### config.mk
export PLATFORM = sky130hd
export DESIGN_NAME = rpi_inst_receiver
export DESIGN_NICKNAME = d
export VERILOG_FILES = /design/src/rtl/rpi_accel_pkg.sv /design/src/rtl/rpi_inst_receiver_timeout.sv /design/src/rtl/rpi_inst_receiver.sv
export SDC_FILE = /design/constraint.sdc
export NUM_CORES = 1
export LEC_CHECK = 0
export BUFFER_PORTS_ARGS = -buffer_cell sky130_fd_sc_hd__buf_2
export CAP_MARGIN = 20
export CORE_AREA = 3 3 88 173
export CTS_CLUSTER_SIZE = 28
export DETAILED_ROUTE_END_ITERATION = 8
export DIE_AREA = 0 0 91 176
export GPL_TIMING_DRIVEN = 0
export PLACE_DENSITY = 0.88
export SYNTH_ARGS = -nofsm -noshare
export SYNTH_HDL_FRONTEND = slang
export SYNTH_SLANG_ARGS = --single-unit
### constraint.sdc
create_clock -name clk -period 2.5 [get_ports clk]
set_input_delay 0 -clock clk [delete_from_list [all_inputs] [get_ports clk]]
set_output_delay 0 -clock clk [all_outputs]
set_load 0.02 [all_outputs]
### src/rtl/rpi_accel_pkg.sv
// Shared types and constants for the RaspberryPi_Accelerator receive path.
package rpi_accel_pkg;

  localparam int unsigned INST_WIDTH = 80;

  typedef enum logic [7:0] {
    ST_READY        = 8'h00,
    ST_BUSY         = 8'h01,
    ST_DONE         = 8'h02,
    ST_INVALID      = 8'hE1,
    ST_SHORT        = 8'hE2,
    ST_GAP_TIMEOUT  = 8'hE3,
    ST_DONE_TIMEOUT = 8'hE4
  } status_t;

  typedef enum logic [2:0] {
    COLLECT,
    CHECK,
    HOLD,
    DISPATCH,
    WAIT_DONE
  } rx_state_t;

endpackage

### src/rtl/rpi_inst_receiver_timeout.sv
// Cycle counter that flags the LIMIT-th consecutive enabled cycle.
module timeout_counter #(
  parameter int unsigned LIMIT = 1024
) (
  input  logic clk,
  input  logic reset_n,
  input  logic clear,
  input  logic enable,
  output logic expired
);

  localparam int unsigned W = (LIMIT > 1) ? $clog2(LIMIT) : 1;

  logic [W-1:0] count;

  // Count enabled cycles; clear takes precedence.
  always_ff @(posedge clk or negedge reset_n) begin
    if (!reset_n)     count <= '0;
    else if (clear)   count <= '0;
    else if (enable)  count <= count + W'(1);
  end

  assign expired = enable && (count == W'(LIMIT - 1));

endmodule

### src/rtl/rpi_inst_receiver.sv
// Assembles SPI bytes into instruction frames, validates and dispatches them
// to task_manager, and tracks each job to completion with a status code.
module rpi_inst_receiver
  import rpi_accel_pkg::*;
#(
  parameter int unsigned N            = INST_WIDTH,
  parameter int unsigned GAP_TIMEOUT  = 1024,
  parameter int unsigned DONE_TIMEOUT = 1048576
) (
  input  logic         clk,
  input  logic         reset_n,
  input  logic [7:0]   rx_byte,
  input  logic         rx_valid,
  input  logic         frame_active,
  output logic [N-1:0] RPi_inst,
  output logic         execute_task,
  input  logic         inst_valid,
  input  logic         job_done,
  output logic [7:0]   status,
  output logic         busy,
  output logic         overrun
);

  localparam int unsigned NBYTES = N / 8;
  localparam int unsigned CW     = $clog2(NBYTES + 1);

  rx_state_t      state, state_nxt;
  logic [CW-1:0]  byte_cnt;
  // Only the first NBYTES-1 bytes need storing; the last byte joins on latch.
  logic [N-9:0]   shift_q;
  status_t        status_q;
  logic           overrun_q, seen_low, fa_q;
  logic           in_collect, frame_fall, last_byte;
  logic           gap_en, gap_expired, done_en, done_expired;

  assign in_collect = (state == COLLECT);
  assign frame_fall = fa_q && !frame_active;
  assign last_byte  = (byte_cnt == CW'(NBYTES - 1));
  assign gap_en     = in_collect && (byte_cnt != '0) && !rx_valid;
  assign done_en    = (state == WAIT_DONE);

  timeout_counter #(.LIMIT(GAP_TIMEOUT)) u_gap_timer (
    .clk     (clk),
    .reset_n (reset_n),
    .clear   (!gap_en),
    .enable  (gap_en),
    .expired (gap_expired)
  );

  timeout_counter #(.LIMIT(DONE_TIMEOUT)) u_done_timer (
    .clk     (clk),
    .reset_n (reset_n),
    .clear   (!done_en),
    .enable  (done_en),
    .expired (done_expired)
  );

  // State register.
  always_ff @(posedge clk or negedge reset_n) begin
    if (!reset_n) state <= COLLECT;
    else          state <= state_nxt;
  end

  // Next-state logic.
  always_comb begin
    state_nxt = state;
    case (state)
      COLLECT:   if (rx_valid && last_byte) state_nxt = CHECK;
      CHECK:     if (!inst_valid)   state_nxt = COLLECT;
                 else if (job_done) state_nxt = DISPATCH;
                 else               state_nxt = HOLD;
      HOLD:      if (job_done) state_nxt = DISPATCH;
      DISPATCH:  state_nxt = WAIT_DONE;
      WAIT_DONE: if ((seen_low && job_done) || done_expired) state_nxt = COLLECT;
      default:   state_nxt = COLLECT;
    endcase
  end

  // Frame assembly, status reporting and sticky flags.
  always_ff @(posedge clk or negedge reset_n) begin
    if (!reset_n) begin
      fa_q      <= 1'b0;
      byte_cnt  <= '0;
      shift_q   <= '0;
      RPi_inst  <= '0;
      status_q  <= ST_READY;
      overrun_q <= 1'b0;
      seen_low  <= 1'b0;
    end else begin
      fa_q <= frame_active;
      case (state)
        COLLECT: begin
          // An accepted byte outranks a chip-select drop or gap expiry.
          if (rx_valid) begin
            shift_q <= {shift_q[N-17:0], rx_byte};
            if (byte_cnt == '0) begin
              status_q  <= ST_READY;
              overrun_q <= 1'b0;
            end
            if (last_byte) begin
              RPi_inst <= {shift_q, rx_byte};
              byte_cnt <= '0;
            end else begin
              byte_cnt <= byte_cnt + CW'(1);
            end
          end else if ((byte_cnt != '0) && frame_fall) begin
            byte_cnt <= '0;
            status_q <= ST_SHORT;
          end else if (gap_expired) begin
            byte_cnt <= '0;
            status_q <= ST_GAP_TIMEOUT;
          end
        end
        CHECK:    status_q <= inst_valid ? ST_BUSY : ST_INVALID;
        DISPATCH: seen_low <= 1'b0;
        WAIT_DONE: begin
          if (!job_done) seen_low <= 1'b1;
          if (seen_low && job_done) status_q <= ST_DONE;
          else if (done_expired)    status_q <= ST_DONE_TIMEOUT;
        end
        default: ;
      endcase
      if (!in_collect && rx_valid) overrun_q <= 1'b1;
    end
  end

  assign execute_task = (state == DISPATCH);
  assign busy         = !in_collect;
  assign status       = status_q;
  assign overrun      = overrun_q;

endmodule

==> summary.md <==
| Metric | Value |
|---|---|
| Outcome | `finished, final reports clean` |
| CP required | `2810 ps` |
| Top Usage Layer GRT | `met2` |
| CP Max Fanout | `7` |
| # Post-CTS Setup Buffers | `0` |
| Mapped Area | `0.00786 sq mm` |
| Die Area | `0.0160 sq mm` |
| Top-Level Pins | `105` |
| Hpwl dp | `11200 microns` |
| Count of input and output buffers | `101` |
| GRT met1 Usage | `22.1%` |
| Crit. End Element | `flop` |
| FF-to-FF setup slack | `170 ps` |
| Worst Setup SP | `u_done_timer.count[0]$_DFF_PN0_` |
| Clk sink count | `196` |
| Number of fill cells in the layout | `1105` |
| CP arrival | `2630 ps` |
| PnR Total Power | `9.75 mW` |
| Final Skew | `15.5 ps` |
| Share of cells above drive strength 1 | `17.9%` |
| GRT Resource Usage Total | `20.9%` |
| Hold Crit Class | `input port to asynchronous set/reset pin` |
| Clock-pin slew on the worst setup and hold paths | `80 ps` |
| Worst Tran Pin Value | `631 ps` |
| Leak pwr | `5.09 nW` |
| # nets final | `865` |
| FF+latch area | `0.00490 sq mm` |
| Mux cell area share after synthesis | `11.6%` |
| CTS tree | `done` |
| Worst Hold Slack | `123 ps` |
| Routed Antenna Nets | `0` |
| Max Cap Viol | `0` |
| Sequential share of the synthesized area | `62.4%` |
| DR pass1 iterations | `6` |
| DIE WIDTH | `91 microns` |
| CP Launch Type | `flop` |
| Initial antenna violation count | `0` |
| Distinct cells, synth | `40` |
| CTS Buf Count | `17` |
| Reg2reg start | `u_done_timer.count[0]$_DFF_PN0_` |
| Share of flip-flops with an asynchronous set or reset | `100%` |
| DRT iter0 DRCs | `288` |
| Routed wire length | `15800 microns` |
| Ant. Diodes | `0` |
| Synth Area in XOR/XNOR | `2.56%` |
| Multi-input logic area | `0.00277 sq mm` |
| Pin count of the biggest net entering global routing | `114` |
| Cells after synthesis | `712` |
| RSZ-0062 raised after global routing | `no` |
| PwrDens | `1040 mW/mm^2` |
| Hold Vio Cnt, Final | `0` |
| Grt ovf | `0` |
| Worst Setup Path Type | `flop to flop` |
| Adder-cell area share of the yosys netlist | `0.796%` |
| Maximum VDD drop | `0.000681 V` |
| GR Util met3 | `4.43%` |
| Max Buffers Root-to-Sink | `2` |
| Fmax | `0.429 GHz` |
| Synthesis Warnings | `0` |
| Ranking of synthesized cells by area | `dfrtp_1 (62%), mux2_1 (12%), nand2_1 (11%)` |
| Area growth, synth to finish | `19.7%` |
| Number of global-route vias before repair | `5741` |
| H-tree depth | `4` |
| Final Setup Violations | `0` |
| Synth top area share | `62.4%` |
| Number of flops mapped to enable cells by yosys | `0` |
| Worst skew pair latency | `430 ps` |
| Slew Viols, Final | `0` |
| Core area | `0.0140 sq mm` |
| Root Driver | `clkbuf_16` |
| Largest family of logic cells by synthesized area | `simple AND/OR/NAND/NOR gates` |
| Vias/cell | `5.19` |
| Syn avg cell area | `11.0 sq um` |
| Worst slew margin | `57.6%` |
| Top cell type by total area after synthesis | `dfrtp_1` |
| GP Congestion | `0.836` |
| Final Cycle Share | `93.2%` |
| Average routed wire per standard cell | `15.1 microns` |
| Die Ht | `176 microns` |
| Path depth of the worst reg2reg path | `6` |
| Synth Area in Compound Gates | `2.69%` |
| Area share of and/or/nand/nor cells after synthesis | `17.3%` |
| Initial Util | `56.0%` |
| Synth Register Bits | `196` |
| First-pass GRT wire length | `27000 microns` |
| Rows | `61` |
| Via count of the routed design | `5439` |
| Period minus WS final | `2330 ps` |
| GR met2 Demand/Resource | `40.1%` |
| Post-synth top flop | `dfrtp_1` |
| Remaining DRCs | `0` |
-- critical path: stages, from the launching register on --
cell and delay (ps):
dfrtp_1 410, ha_1 230, and4_1 210, nand2_1 180, or4_4 630, a21oi_4 200
mux2_1 340
-- timing repair --
| action | CTS | global route |
|---|---|---|
| gates resized for setup | 1 | 2 |
| hold buffers | 12 | 0 |
| hold endpoints to repair | 103 | 0 |
| setup endpoints to repair | 80 | 88 |
-- cells in the mapped netlist, types with 6 or more instances --
master,instances
a21oi_1,7
buf_2,9
clkbuf_1,23
dfrtp_1,196
inv_1,10
mux2_1,81
nand2_1,234
nand3_1,10
nand4_1,6
nor2_1,40
o21ai_0,7
xnor2_1,13
xor2_1,10
-- cell families after synthesis --
| logic type | after synthesis |
|---|---|
| flip-flops | 196 |
| AND/OR/NAND/NOR | 327 |
| multiplexers | 81 |
| XOR/XNOR | 23 |
| adder cells (fa/ha/maj) | 5 |
| AO/OA/AOI/OAI | 32 |
| buffers and inverters | 47 |
| other | 1 |
-- state kept, by name (all words and copies together) (netlist names) --
name	cells
RPi_inst	80
byte_cnt	4
fa_q	1
overrun	1
seen_low	1
shift_q	72
state	3
status	4
u_done_timer.count	20
u_gap_timer.count	10
-- report_power, final --
group	internal [mW]	switching (mW)
combinational	0.840	1.54
sequential	3.97	0.589
clock	1.46	1.34
total	6.27	3.48
-- metrics by stage --
step	cells	util [%]	area, sq um	setup TNS (ps)	worst slack [ps]
after floorplan	713	-	7870	0	425
after global placement	1003	61.3	8610	-330770	-1690
after detailed placement	1004	61.6	8640	-3330	-64.7
after CTS	1048	66.9	9400	0	26.2
after global routing	1048	67.0	9410	0	7.62
final	1048	67.0	9410	0	171
-- path summary, 6_finish.rpt --
path	endpoint
max reg2reg	status[0]$_DFFE_PN0P_
min in group clk	status[0]$_DFFE_PN0P_
min	RPi_inst[27]$_DFFE_PN0P_
min reg2reg	u_gap_timer.count[0]$_DFF_PN0_
max in group asynchronous	u_done_timer.count[16]$_DFF_PN0_
max	status[0]$_DFFE_PN0P_
-- layout make-up --
| class | instances | area share, % |
|---|---|---|
| clock buffer | 17 | 4.52 |
| tap | 189 | 2.51 |
| inverter | 11 | 0.439 |
| multi-input combinational | 470 | 29.4 |
| clock inverter | 15 | 2.17 |
| buffer | 36 | 1.72 |
| sequential | 196 | 52.1 |
| timing repair buffer | 114 | 7.05 |
-- cells in the final DEF (no fill, tap or decap), types with 5 or more instances in the layout --
master	n
xnor2_1	13
nand2_1	234
inv_1	10
o21ai_0	7
clkbuf_16	17
nor3_1	5
dlygate4sd3_1	12
nand3_1	10
nor2_1	39
buf_2	109
a21oi_1	7
or3_1	5
ha_1	5
xor2_1	10
clkinv_8	5
clkbuf_1	23
dfrtp_1	196
mux2_1	81
nand4_1	6
-- per-layer routing --
layer / wire length [microns] / up-vias
met2: 9040 / 127
met5: 0 / -
met3: 692 / 33
met1: 5740 / 2693
li1: - / 2586
met4: 336 / 0
Note: power is estimated with default switching activity, not from simulation.
